### src/rtl/rf_write_arbiter_pkg.sv
// Shared CPU definitions used by the register-file write path.
package rf_write_arbiter_pkg;

  localparam int REG_AW   = 2;
  localparam int REG_DW   = 4;
  localparam int NUM_REGS = 4;

  // Requester identity as remembered by the round-robin arbiter.
  typedef enum logic {
    REQ_A = 1'b0,
    REQ_B = 1'b1
  } req_id_e;

  // One register-file write: destination and payload.
  typedef struct packed {
    logic [REG_AW-1:0] addr;
    logic [REG_DW-1:0] data;
  } wr_req_t;

endpackage

### src/rtl/rf_write_arbiter_rr_arb2.sv
// Two-way round-robin grant with a registered last_grant.
// Grants are combinational; last_grant moves only on an actual grant.
module rr_arb2
  import rf_write_arbiter_pkg::*;
(
  input  logic       clk,
  input  logic       rst,
  input  logic       en,
  input  logic [1:0] req,
  output logic [1:0] gnt
);

  req_id_e last_grant;

  // Pick a winner; on contention favour whoever did not win last.
  always_comb begin
    gnt = 2'b00;
    if (en) begin
      unique case (req)
        2'b01:   gnt = 2'b01;
        2'b10:   gnt = 2'b10;
        2'b11:   gnt = (last_grant == REQ_B) ? 2'b01 : 2'b10;
        default: gnt = 2'b00;
      endcase
    end
  end

  // Remember the most recent winner; reset to B so A wins first contention.
  always_ff @(posedge clk) begin
    if (rst)       last_grant <= REQ_B;
    else if (|gnt) last_grant <= gnt[1] ? REQ_B : REQ_A;
  end

endmodule

### src/rtl/rf_write_arbiter.sv
// Register-file write arbiter: merges ALU (A) and load (B) writebacks into
// one write port with a one-cycle registered output, tracks in-flight
// destinations in a pending scoreboard and counts issued writes.
module rf_write_arbiter
  import rf_write_arbiter_pkg::*;
#(
  parameter int CNT_W = 8
) (
  input  logic              clk,
  input  logic              rst,
  input  logic              stall,
  input  logic              a_valid,
  input  logic [REG_AW-1:0] a_addr,
  input  logic [REG_DW-1:0] a_data,
  output logic              a_ready,
  input  logic              b_valid,
  input  logic [REG_AW-1:0] b_addr,
  input  logic [REG_DW-1:0] b_data,
  output logic              b_ready,
  output logic              we,
  output logic [REG_AW-1:0] waddr,
  output logic [REG_DW-1:0] wdata,
  output logic [NUM_REGS-1:0] pending,
  output logic [CNT_W-1:0]  wr_count
);

  logic [1:0]          gnt;
  logic                xfer;
  wr_req_t             acc;
  logic [NUM_REGS-1:0] pending_nxt;

  // Stall and reset both block new acceptances; in-flight writes continue.
  rr_arb2 u_arb (
    .clk (clk),
    .rst (rst),
    .en  (!stall && !rst),
    .req ({b_valid, a_valid}),
    .gnt (gnt)
  );

  assign a_ready = gnt[0];
  assign b_ready = gnt[1];
  assign xfer    = |gnt;

  // Select the accepted request's payload.
  always_comb begin
    acc = '{addr: a_addr, data: a_data};
    if (gnt[1]) acc = '{addr: b_addr, data: b_data};
  end

  // Output stage: one cycle after acceptance; addr/data hold when idle.
  always_ff @(posedge clk) begin
    if (rst) begin
      we    <= 1'b0;
      waddr <= '0;
      wdata <= '0;
    end else begin
      we <= xfer;
      if (xfer) begin
        waddr <= acc.addr;
        wdata <= acc.data;
      end
    end
  end

  // Scoreboard next state: commit clears first, so a same-address accept wins.
  always_comb begin
    pending_nxt = pending;
    if (we)   pending_nxt[waddr]    = 1'b0;
    if (xfer) pending_nxt[acc.addr] = 1'b1;
  end

  // Scoreboard register.
  always_ff @(posedge clk) begin
    if (rst) pending <= '0;
    else     pending <= pending_nxt;
  end

  // Saturating count of issued writes.
  always_ff @(posedge clk) begin
    if (rst)                      wr_count <= '0;
    else if (we && ~&wr_count)    wr_count <= wr_count + 1'b1;
  end

endmodule

### config.mk
export PLATFORM = sky130hd
export DESIGN_NAME = rf_write_arbiter
export DESIGN_NICKNAME = d
export VERILOG_FILES = /design/src/rtl/rf_write_arbiter_pkg.sv /design/src/rtl/rf_write_arbiter_rr_arb2.sv /design/src/rtl/rf_write_arbiter.sv
export SDC_FILE = /design/constraint.sdc
export NUM_CORES = 1
export LEC_CHECK = 0
export ABC_CLOCK_PERIOD_IN_PS = 2000
export CELL_PAD_IN_SITES_DETAIL_PLACEMENT = 2
export CELL_PAD_IN_SITES_GLOBAL_PLACEMENT = 2
export CORE_UTILIZATION = 25
export CTS_CLUSTER_DIAMETER = 100
export DETAILED_ROUTE_END_ITERATION = 8
export PLACE_DENSITY = 0.86
export SETUP_SLACK_MARGIN = 0.4
export SLEW_MARGIN = 20
export SYNTH_ARGS = -nofsm -noshare
export SYNTH_HDL_FRONTEND = slang
export SYNTH_SLANG_ARGS = --single-unit
### constraint.sdc
create_clock -name clk -period 2 [get_ports clk]
set_input_delay 0.6 -clock clk [delete_from_list [all_inputs] [get_ports clk]]
set_output_delay 0.6 -clock clk [all_outputs]
set_load 0.01 [all_outputs]
== After elaboration in Yosys (flattened, before gate mapping) ==
Cells that the tools add are included.

* Input port bits: 17
* Word-level logic and storage cells: 37
* Output and inout bits: 21
* Register bits: 20

* Bitwise gates (word level): 3
* Multiplexer cells: 11
* Add/subtract/negate cells: 1
* Reduce and logical (&&, ||, !) cells: 9
* $lt $le $gt $ge: 4
* Equality and inequality tests: 3

{| class="wikitable"
|+ Operators by type and width
! cell !! number
|-
| 8-bit by 1-bit adder with 8-bit output, second input constant || 1
|-
| 4-bit two-way mux || 2
|-
| 8-bit AND reduction || 1
|-
| 2-bit by 3-bit less-than comparator with 1-bit output, second input constant || 2
|-
| 6-bit two-way mux || 1
|-
| 2-bit case mux with 3 select lines || 1
|-
| 4-bit bitwise AND || 1
|-
| 1-bit demux with 2-bit select || 2
|-
| 2-bit == test, second input constant || 2
|-
| 2-bit by 1-bit greater-or-equal comparator with 1-bit output, second input constant || 2
|-
| 1-bit logical AND || 4
|-
| 2-bit two-way mux || 2
|-
| 4-bit NOT || 1
|-
| 4-bit OR || 1
|-
| 1-bit logical NOT || 3
|-
| 1-bit two-way mux || 3
|-
| 2-bit by 1-bit == test with 1-bit output, second input constant || 1
|-
| 2-bit OR reduction || 1
|}

== Depth between registers and ports, before layout ==
Gate-level depths: netlist of run 1.

* Depth in word-level cells: 10
* Mapped depth: 6
* Gate-level depth less buffers: 4

== Cells and area by module ==
A second synthesis of run 1 with hierarchy kept.

* Cells, all modules: 111
* Area, all modules: 1009.7 um^2

{| class="wikitable"
|+ Modules (own cells, without submodules)
! module !! instances !! area each (um^2) !! cells an instance !! sequential area each (um^2)
|-
| rf_write_arbiter || 1 || 950.9 || 103 || 380.4
|-
| rr_arb2 || 1 || 58.8 || 8 || 20.0
|}

== Worst setup path after synthesis of run 1 ==
No wires, ideal clock.

* Kind: input to output
* From: in rst
* To: out a_ready
* Path slack: 0.054 ns
* Arrival time: 1.346 ns
* Path buffers: 3
* Stages: 5
* Required time: 1.400 ns
* Cells stage by stage: buf_6 -> or2_1 -> buf_6 -> buf_6 -> nor2_1

* Longest elaborated chain between the ends: 3

{| class="wikitable"
|+ RTL lines
! item !! RTL line !! source
|-
| from (decl) || rf_write_arbiter.sv:10 || <nowiki>input logic rst,</nowiki>
|-
| 1-bit logical NOT || rf_write_arbiter.sv:36 || <nowiki>.en (!stall && !rst),</nowiki>
|-
| 1-bit logical AND || rf_write_arbiter.sv:36 ||
|-
| 2-bit two-way mux || rf_write_arbiter_rr_arb2.sv:18 || <nowiki>if (en) begin</nowiki>
|-
| to (decl) || rf_write_arbiter.sv:15 || <nowiki>output logic a_ready,</nowiki>
|}

No other way between the ends.

== Worst setup path after layout of run 1 ==
* From: in stall
* To: out b_ready

* Longest elaborated chain between the ends: 3

{| class="wikitable"
|+ RTL lines
! item !! RTL line !! source
|-
| from (decl) || rf_write_arbiter.sv:11 || <nowiki>input logic stall,</nowiki>
|-
| 1-bit logical NOT || rf_write_arbiter.sv:36 ||
|-
| 1-bit logical AND || rf_write_arbiter.sv:36 ||
|-
| 2-bit two-way mux || rf_write_arbiter_rr_arb2.sv:18 ||
|-
| to (decl) || rf_write_arbiter.sv:19 || <nowiki>output logic b_ready,</nowiki>
|}

No other way between the ends.

==> results of run 1 <==
cells in the mapped netlist, drive strengths merged (2+ instances only):
master	instances
nand2	5
inv	2
a32o	4
nand2b	5
nor4	12
nor3	7
dfxtp	20
nor2b	2
nor2	12
mux2i	4
a21oi	10
nand3	3
nand3b	2
mux2	4
a21boi	2
or2	2
nand4	3
buf	7
area by class of cell:
class	instances	area (sq um)	share of cell area
clock buffer	3	41.3	0.0261
inverter	2	7.51	0.00474
multi-input combinational	92	633	0.400
sequential	20	414	0.262
tap	50	62.6	0.0395
timing repair buffer	47	424	0.268
per-stage QoR:
step | setup WS (ps) | util
floorplan | 136 | -
global placement | -599 | 0.378
detailed placement | -644 | 0.378
CTS | 184 | 0.386
global route | 190 | 0.393
finish | 217 | 0.393
cell families (layout without fill, tap and decap cells):
group,after synthesis,count (layout),synth area share
and+or+nand+nor,59,59,0.309
DFF,20,20,0.378
buffers and inverters,9,52,0.0567
muxes,8,8,0.0804
AOI/OAI and AO/OA,24,24,0.164
adders and majority gates,1,1,0.0118
per-layer routing:
metal,GRT usage,vias up
li1,-,544
met1,0.209,570
met3,0.0257,2
met2,0.321,30
met4,0.0585,0
met5,0,-
flip-flops by register name (all words and copies together), names as in the netlist:
signal and flops:
waddr 2, pending 4, wdata 4, u_arb.last_grant 1, we 1, wr_count 8
report_power, final:
part	total, uW	internal (uW)	switching [uW]
clock network	263	134	129
logic	179	92.6	86.4
registers	430	415	15.3
how the worst min path moves through the flow:
stage | slack, ps | end | from
2_1_floorplan | 510 | wr_count[1] | wr_count[1]
3_3_place_gp | 480 | wr_count[1] | wr_count[1]
3_5_place_dp | 500 | wr_count[1] | wr_count[1]
4_1_cts | 510 | wr_count[1] | wr_count[1]
5_1_grt | 530 | wdata[1] | wdata[1]
6_report | 510 | wr_count[1] | wr_count[1]
what timing repair did:
action	CTS	global route
buffers inserted	0	1
endpoints found under the setup margin	35	5
pin swaps	3	2
gates resized for setup	60	6
worst min-delay path, cell delays in order (launching register included):
cell	delay (ps)
dfxtp_1	340
nand2_1	70
mux2i_1	50
==> run_summary.xml, run 1 <==
<?xml version="1.0" encoding="UTF-8"?>
<metrics>
  <group name="synth">
    <metric name="synth.largest_area_cell" unit="">dfxtp_1</metric>
    <metric name="postSynthCellCount" unit="">121</metric>
    <metric name="most_frequently_used_flop_master_after_synthesis" unit="">dfxtp_1</metric>
    <metric name="syn_area" unit="sq um">1060</metric>
    <metric name="number_of_warnings_reported_in_the_yosys_synthesis_log" unit="">0</metric>
    <metric name="post_synth_main_area_contributors" unit="">dfxtp_1 (38%), nor4_1 (7.1%), a21oi_1 (4.7%)</metric>
    <metric name="synthesis.area_per_instance" unit="sq um">8.75</metric>
    <metric name="yosysSeqAreaShare" unit="">0.378</metric>
    <metric name="ys_async_sr_fraction" unit="">0</metric>
    <metric name="syn_nets" unit="">139</metric>
    <metric name="synth-edff-count" unit="">0</metric>
    <metric name="synth.top_cell.area_share" unit="">0.378</metric>
    <metric name="netlist-cell-type-count" unit="">36</metric>
    <metric name="ys_seq_elements" unit="">20</metric>
  </group>
  <group name="cts">
    <metric name="clkSlewWorstSetupHoldPaths" unit="ps">70</metric>
    <metric name="clock_latency" unit="ps">250</metric>
    <metric name="htree_levels" unit="">1</metric>
    <metric name="cts_inserted_buffers" unit="">3</metric>
    <metric name="clockBufferDepth" unit="">2</metric>
    <metric name="clock-sinks" unit="">20</metric>
    <metric name="cts.hold.buffers_added" unit="">0</metric>
    <metric name="clock_tree_from_tritoncts" unit="">done</metric>
    <metric name="cts.root.buffer_cell" unit="">clkbuf_8</metric>
  </group>
  <group name="detailed_routing">
    <metric name="post_drt_wl_per_cell" unit="microns">17.6</metric>
    <metric name="drcViolationCount" unit="">0</metric>
    <metric name="routed-wl-met2" unit="microns">1970</metric>
    <metric name="route.antenna.remaining_nets" unit="">0</metric>
    <metric name="firstDrtPassIters" unit="">3</metric>
    <metric name="m1_wl" unit="microns">1620</metric>
    <metric name="top_signal_layer_used" unit="">met4</metric>
    <metric name="drt-initial-drc-count" unit="">78</metric>
    <metric name="wl" unit="microns">3760</metric>
    <metric name="routed-wl-met3" unit="microns">148</metric>
    <metric name="vias" unit="">1146</metric>
    <metric name="avgViaCountPerCell" unit="">5.36</metric>
  </group>
  <group name="critical_path">
    <metric name="worstPathCellList" unit="">buf_6 -&gt; or2_4 -&gt; nor2_4 -&gt; buf_6</metric>
    <metric name="cp.arrival" unit="ps">1180</metric>
    <metric name="worst-endpoint-required" unit="ps">1400</metric>
    <metric name="critical-path-top-cell-by-count" unit="">buf_6</metric>
    <metric name="crit_fanout" unit="">3</metric>
    <metric name="reg2regPathDepth" unit="">4</metric>
    <metric name="cp.depth" unit="">4</metric>
    <metric name="critPathKind" unit="">primary input to output port</metric>
    <metric name="timing.critical_path.from_type" unit="">primary input</metric>
    <metric name="cp_slowest_cell" unit="">or2_4</metric>
    <metric name="slowest_delay" unit="ps">270</metric>
    <metric name="timing.critical_path.to" unit="">b_ready</metric>
    <metric name="reg2reg_setup_slack" unit="ps">480</metric>
    <metric name="setup.worst_path.end_class" unit="">output port</metric>
    <metric name="critical_path.n_buffers_inverters" unit="">2</metric>
    <metric name="critical_path.startpoint" unit="">stall</metric>
    <metric name="reg2reg_from" unit="">wr_count[0]</metric>
    <metric name="r2r_end" unit="">wr_count[0]</metric>
    <metric name="cpLargestDelayFamily" unit="">simple AND/OR/NAND/NOR gates</metric>
  </group>
  <group name="power">
    <metric name="power.total" unit="uW">872</metric>
    <metric name="irDropWorstVdd" unit="V">0.000220</metric>
    <metric name="total_power_per_unit_cell_area" unit="nW/um^2">551</metric>
    <metric name="total_leakage_power" unit="uW">0.000712</metric>
  </group>
  <group name="timing">
    <metric name="tightest_slew" unit="ps">451</metric>
    <metric name="finalSetupViolCount" unit="">0</metric>
    <metric name="final-hold-violation-count" unit="">0</metric>
    <metric name="finalWorstPathRequiredPeriod" unit="ps">1780</metric>
    <metric name="min_period_over_period" unit="">0.891</metric>
    <metric name="setup_total_negative_slack" unit="ps">0</metric>
    <metric name="slew_headroom" unit="">0.698</metric>
    <metric name="skew" unit="ps">6.29</metric>
    <metric name="finalHoldWorstSlack" unit="ps">506</metric>
    <metric name="maxSlewViolCount" unit="">0</metric>
    <metric name="f_max" unit="MHz">561</metric>
    <metric name="rsz0062_at_grt" unit="">yes</metric>
  </group>
  <group name="floorplan">
    <metric name="starting_density_of_the_core" unit="">0.263</metric>
    <metric name="floorplan.die.height" unit="microns">67.1</metric>
    <metric name="die_w" unit="microns">67.1</metric>
    <metric name="die_area" unit="sq um">4500</metric>
    <metric name="core_area" unit="sq um">4030</metric>
    <metric name="io-pin-count" unit="">38</metric>
    <metric name="row_count" unit="">23</metric>
  </group>
  <group name="finish">
    <metric name="layout_commonest_cell" unit="">dlygate4sd2_1</metric>
    <metric name="n_antenna_cell" unit="">0</metric>
    <metric name="layout-drive-gt1-share" unit="">0.250</metric>
    <metric name="final_cell_area" unit="sq um">1580</metric>
    <metric name="most-common-layout-cells" unit="">dlygate4sd2_1 (19), nor4_1 (12), dfxtp_1 (11)</metric>
    <metric name="final_nets" unit="">184</metric>
    <metric name="area_delta_synth_final" unit="%">49.5</metric>
    <metric name="final.fill_count" unit="">459</metric>
    <metric name="final_cell_count_no_fill" unit="">214</metric>
  </group>
  <group name="placement">
    <metric name="dpl.cell_count" unit="">210</metric>
    <metric name="port_buffers" unit="">37</metric>
    <metric name="detailed_place_hpwl" unit="microns">2720</metric>
    <metric name="placed_cell_area" unit="sq um">1520</metric>
    <metric name="finalWeightedCongestion" unit="">0.780</metric>
  </group>
  <group name="global_route">
    <metric name="grt_antenna_before_repair" unit="">0</metric>
    <metric name="gr-total-overflow" unit="">0</metric>
    <metric name="vias_in_the_first_global_route" unit="">1201</metric>
    <metric name="largest_net_degree_at_the_start_of_global_routing" unit="">19</metric>
    <metric name="groute.usage.overall" unit="">0.177</metric>
    <metric name="grt_pass1_wl" unit="microns">5910</metric>
  </group>
  <group name="flow_run">
    <metric name="maxCapViolations" unit="">0</metric>
  </group>
  <group name="min_path">
    <metric name="hold_crit_depth" unit="">2</metric>
    <metric name="min-delay-path-class" unit="">flop to flop</metric>
  </group>
  <group name="outcome">
    <metric name="status" unit="">finished clean</metric>
  </group>
</metrics>
Note: power is estimated with default switching activity, not from simulation.
==> run 2, diff against run 1 <==
CAP_MARGIN = 20   (was unset)
SLEW_MARGIN = 15   (was 20)
==> results of run 2 <==
Final layout, timing and power as in run 1 (identical DEF).
==> RTL change 1: new RTL, config.mk and constraints of run 1 <==
Reset style: asynchronous (`rst`), changed in 4 clocked blocks.
--- a/src/rtl/rf_write_arbiter_rr_arb2.sv
+++ b/src/rtl/rf_write_arbiter_rr_arb2.sv
@@ -26,7 +26,7 @@
   end
 
   // Remember the most recent winner; reset to B so A wins first contention.
-  always_ff @(posedge clk) begin
+  always_ff @(posedge clk or posedge rst) begin
     if (rst)       last_grant <= REQ_B;
     else if (|gnt) last_grant <= gnt[1] ? REQ_B : REQ_A;
   end
--- a/src/rtl/rf_write_arbiter.sv
+++ b/src/rtl/rf_write_arbiter.sv
@@ -49,7 +49,7 @@
   end
 
   // Output stage: one cycle after acceptance; addr/data hold when idle.
-  always_ff @(posedge clk) begin
+  always_ff @(posedge clk or posedge rst) begin
     if (rst) begin
       we    <= 1'b0;
       waddr <= '0;
@@ -71,13 +71,13 @@
   end
 
   // Scoreboard register.
-  always_ff @(posedge clk) begin
+  always_ff @(posedge clk or posedge rst) begin
     if (rst) pending <= '0;
     else     pending <= pending_nxt;
   end
 
   // Saturating count of issued writes.
-  always_ff @(posedge clk) begin
+  always_ff @(posedge clk or posedge rst) begin
     if (rst)                      wr_count <= '0;
     else if (we && ~&wr_count)    wr_count <= wr_count + 1'b1;
   end
Function: differs if rst is asserted again (counterexample within 4 cycles, from zero or initial values and one cycle with rst high); with rst held inactive, the same outputs for 10 cycles.
==> RTL change 1 against run 1 <==
  * Routed wire length grew 2.1%
  * Worst setup slack lost 0.16 ns
  * Cell area grew 15%
  * First-iteration DRC count shrank 90%
  * Sequential cell count is the same
  * Synthesized area grew 1.1%
  * Largest cell class unchanged
Power is not compared: it rests on default switching activity, and its combinational part moved more than twofold at a synthesized area within 25%.
==> RTL change 1: results (changes against run 1) <==
stage;metric;value;unit;change
run_status;run status;completed;;
yosys;synth warn;0;;unchanged
final_layout;Fill cells;426;;-7.2%
drt;TritonRoute pass-1 iters;2;;-1
timing;Slew @ Worst Pin;0.392;ns;-0.0590 ns
pwr;Pleak;0.837;nW;
yosys;sequential area share after synthesis;0.469;;+0.0908
setup_path;worst reg2reg setup slack;0.24;ns;-0.24 ns
clocking;root buffer cell;clkbuf_8;;
setup_path;Worst EP arrival;1.34;ns;+0.16 ns
grt;Tot GR Track Use;0.189;;+0.0119
grt;vias in the first global route;1190;;-0.92%
timing;final hold violation count;0;;unchanged
drt;drt wl/cell;17.8;µm;+1.2%
placement;gpl congestion;0.797;;+2.1%
clocking;cts bufs inserted;3;;unchanged
grt;first-pass GRT wire length;6.23;mm;+5.4%
final_layout;biggest regs;wr_count (8), pending (4), wdata (4);;
clocking;Clk Latency, worst-skew pair;0.26;ns;
yosys;most frequent cells after synthesis;dfrtp_1, mux2_2, o21ai_0;;
yosys;synth unique cells;32;;-11%
pwr;worst vdd rail ir drop;0.000461;V;
grt;antenna violations before repair;0;;unchanged
placement;Port-buffer cells;37;;unchanged
yosys;XOR/XNOR Fraction of Synth Area;0.00819;;+0.00819
final_layout;nets;185;;+0.54%
grt;largest net degree at the start of global routing;21;;+2
final_layout;antenna cell count;0;;unchanged
yosys;Compound-Gate Fraction of Synth Area;0.127;;-0.0368
worst_hold_path;Min-Delay Path Class;reg2reg;;
placement;DP HPWL;2.70;mm;-0.80%
final_layout;share of layout cells above drive strength 1;0.392;;+0.142
drt;Detailed Route Iter0 Violations;8;;-90%
placement;dpl cell area;1590;µm²;+4.4%
yosys;post-synthesis adder-cell area fraction;0.0117;;-0.000124
setup_path;Slowest cell on crit path;dfstp_2;;
clocking;Clock Tree Buf Depth;2;;unchanged
yosys;Syn Nets;117;;-16%
timing;Min Hold Slack;0.521;ns;+0.0151 ns
yosys;top cells by area, synth;dfrtp_1, mux2_2, mux2_4;;
setup_path;crit-path max cell delay;0.55;ns;+0.28 ns
placement;dpl ws;-0.734;ns;-0.0896 ns
yosys;mux contribution to synthesized area;0.192;;+0.111
timing;clk_skew;0.00654;ns;+0.000250 ns
yosys;asr flop ratio synth;1.00;;+1.00
clocking;htree depth;1;;unchanged
timing;final period utilization;0.972;;+0.0807
drt;Via Count;1063;;-7.2%
clocking;clk slew on worst S/H paths;0.08;ns;
setup_path;Max FO, Critical Path;2;;-1
## RTL change 1: cell types whose count changed after synthesis, sizes merged, moves of 8 or more
cell,before,now
nor2,12,4
dfxtp,20,0
mux2,4,13
nor4,12,0
dfrtp,0,19
a21oi,10,2
## RTL change 1: power breakdown
| part | internal, W | leakage [nW] | switching [W] |
|---|---|---|---|
| clock network | 0.000267 | 0.0357 | 0.000136 |
| registers | 0.000532 | 0.235 | 0.0000865 |
| logic | 0.000406 | 0.566 | 0.000356 |
| total | 0.00121 | 0.837 | 0.000578 |
## RTL change 1: timing repair
item                                    4_1_cts  5_1_grt
pin swaps                                     4        2
resized for setup                            56        8
buffers inserted                             15        3
endpoints found under the setup margin       34       16
cloned                                        0        0
## RTL change 1: cell families after synthesis
| logic type | after synthesis |
|---|---|
| AO/OA/AOI/OAI | 21 |
| XOR/XNOR | 1 |
| adder cells (fa/ha/maj) | 1 |
| buffers and inverters | 10 |
| flip-flops | 20 |
| multiplexers | 17 |
| AND/OR/NAND/NOR | 29 |
## RTL change 1: worst paths after layout
kind,start,to,cells after the start
min in group asynchronous,rst,wr_count[1]$_DFFE_PP0P_,4
min,wdata[2]$_DFFE_PP0N_,wdata[2]$_DFFE_PP0N_,1
max in group asynchronous,rst,u_arb.last_grant$_DFFE_PP1N_,4
max reg2reg,u_arb.last_grant$_DFFE_PP1N_,waddr[0]$_DFFE_PP0N_,7
min reg2reg,wdata[2]$_DFFE_PP0N_,wdata[2]$_DFFE_PP0N_,1
max,u_arb.last_grant$_DFFE_PP1N_,a_ready,3
## RTL change 1: metal layers
layer,wire (µm),GRT usage,vias up
met4,17,0.0160,0
met3,123,0.0389,2
met2,2160,0.368,29
li1,-,-,496
met1,1550,0.217,536
met5,0,0,-
## RTL change 1: stage by stage
stage	util	instances	TNS, ns
global route	0.450	216	0
floorplan	-	99	0
global placement	0.392	194	-2.44
finish	0.450	216	0
CTS	0.441	213	-0.0106
detailed placement	0.392	194	-3.50
## RTL change 1: worst max-delay path, delay by kind of cell (launching register included)
kind	cells	cell delay, ns
compound gates	1	0.29
flops	1	0.55
buf+inv	2	0.24
## RTL change 1: final cells by class
class                      instances  area share
multi-input combinational         69       0.320
timing repair buffer              66       0.315
inverter                           7      0.0144
clock inverter                     1      0.0165
tap                               50      0.0343
sequential                        20       0.278
clock buffer                       3      0.0226
==> RTL change 2: new RTL, flow settings as in run 1 <==
Without the edit above. The package constant `REG_AW` goes from 2 to 1.
--- a/src/rtl/rf_write_arbiter_pkg.sv
+++ b/src/rtl/rf_write_arbiter_pkg.sv
@@ -1,7 +1,7 @@
 // Shared CPU definitions used by the register-file write path.
 package rf_write_arbiter_pkg;
 
-  localparam int REG_AW   = 2;
+  localparam int REG_AW   = 1;
   localparam int REG_DW   = 4;
   localparam int NUM_REGS = 4;
 
Interface: changed (resized a_addr, b_addr and waddr); port bits go from 38 to 35. No check against the original RTL was run, so the function may have changed too.
==> RTL change 2 against run 1 <==
  * Cell area fell by 2.4%
  * Sequential power decreased by 15%
  * Clock skew fell by 0.0034 ns
  * Worst setup slack worse by 0.094 ns
  * Non-clock buffer count grew 9
  * Highest routed layer unchanged
  * Synthesized area shrank 15%
  * Power shrank 14%
  * Routed wire length fell by 3.7%
  * Count of clock-buffer cells in the layout did not move
  * Cell count is 7.0% lower
  * Clock power fell by 24%
  * Largest cell class unchanged
  * Sequential cell count shrank 3
==> RTL change 2: results (changes against run 1) <==
stage;metric;value;unit;change
run_status;run status;completed;;
final_layout;Fill cells;355;;-23%
placement;gpl congestion;0.784;;+0.45%
setup_path;reg2reg end;wdata[1]$_SDFFE_PP0N_;;
grt;grt met2 use;0.375;;+0.0541
worst_hold_path;worst hold start;wr_count[6]$_SDFFE_PP0P_;;
pwr;Pleak;0.612;nW;-14%
clocking;Clk Latency, worst-skew pair;0.30;ns;+0.05 ns
timing;Min Hold Slack;0.480;ns;-0.0263 ns
setup_path;crit-path max cell delay;0.38;ns;+0.11 ns
final_layout;design area;1550;µm²;-2.4%
clocking;root buffer cell;clkbuf_4;;
timing;clk_skew;0.00284;ns;-0.00345 ns
drt;Avg Vias per Cell;5.17;;-3.5%
drt;Routed met2 length;1.95;mm;-1.2%
grt;first-pass GRT wire length;5.57;mm;-5.8%
final_layout;fraction of area in multi-input gates;0.381;;-0.0194
setup_path;worst-case reg-to-reg path depth;8;;+4
yosys;syn_area_per_cell;9.00;µm²;+2.8%
die;Die Wd;62.0;µm;-7.6%
final_layout;share of layout cells above drive strength 1;0.379;;+0.129
pwr;worst vdd rail ir drop;0.000186;V;-15%
grt;met1 Resource Use GR;0.238;;+0.0294
yosys;mux contribution to synthesized area;0.0236;;-0.0567
clocking;clk slew on worst S/H paths;0.11;ns;+0.04 ns
final_layout;nets;170;;-7.6%
yosys;top cells by area, synth;dfxtp_1, nor3_1, a21oi_1;;
grt;vias in the first global route;1123;;-6.5%
drt;TritonRoute pass-1 iters;4;;+1
drt;drt wl/cell;18.2;µm;+3.5%
setup_path;Worst Setup SP;u_arb.last_grant$_SDFFE_PP1N_;;
yosys;sequential area share after synthesis;0.378;;about the same
grt;largest net degree at the start of global routing;21;;+2
drt;Detailed Route Iter0 Violations;21;;-73%
final_layout;proportion of cell area spent on the clock network;0.0178;;-0.00827
final_layout;multi-input gate count;74;;-20%
placement;dpl ws;-0.689;ns;-0.0443 ns
drt;met3 wire length;160;µm;+8.1%
final_layout;fraction of area in registers;0.233;;-0.0285
yosys;Compound-Gate Fraction of Synth Area;0.253;;+0.0888
worst_hold_path;Worst Hold Depth;1;;-1
final_layout;buffer share of cell area;0.326;;+0.0583
setup_path;Worst EP arrival;1.28;ns;+0.10 ns
grt;met3 GRT Util;0.0352;;+0.00951
setup_path;Max FO, Critical Path;4;;+1
drt;metal1 wirelength;1.49;mm;-8.1%
yosys;most frequent cells after synthesis;dfxtp_1, nor3_1, a21oi_1;;
final_layout;Non-clk bufs;56;;+19%
yosys;asr flop ratio synth;0;;unchanged
drt;detailed-route wire length;3.62;mm;-3.7%
setup_path;worst reg2reg setup slack;0.17;ns;-0.31 ns
setup_path;Crit path max-delay family;flip-flops;;
setup_path;Slowest cell on crit path;dfxtp_4;;
RTL change 2: cell count changes in the layout (fill, tap and decap cells not counted), moves of 4 or more:
cell / run 1 / this run
a2111oi_4: 0 / 4
clkdlybuf4s15_1: 0 / 6
nor2_1: 10 / 4
buf_6: 4 / 8
dlygate4sd2_1: 19 / 9
nor4_1: 12 / 0
dfxtp_1: 11 / 7
buf_4: 10 / 20
a32o_1: 4 / 0
mux2_2: 4 / 0
RTL change 2: power by group:
group | internal [W] | switching [W] | leakage [nW]
logic | 0.0000992 | 0.0000874 | 0.450
registers | 0.000351 | 0.0000124 | 0.144
clock network | 0.0000746 | 0.000125 | 0.0177
RTL change 2: logic make-up after synthesis:
group           count (synthesis)
simple gates                   39
compound gates                 30
flops                          17
buf+inv                        10
mux                             2
fa+ha+maj                       1
other cells                     1
RTL change 2: what timing repair did:
item,in CTS,in global routing
resized for setup,67,18
pin swaps,4,4
endpoints found under the hold margin,0,0
setup buffers,12,2
setup endpoints to repair,26,15
gates cloned,0,0
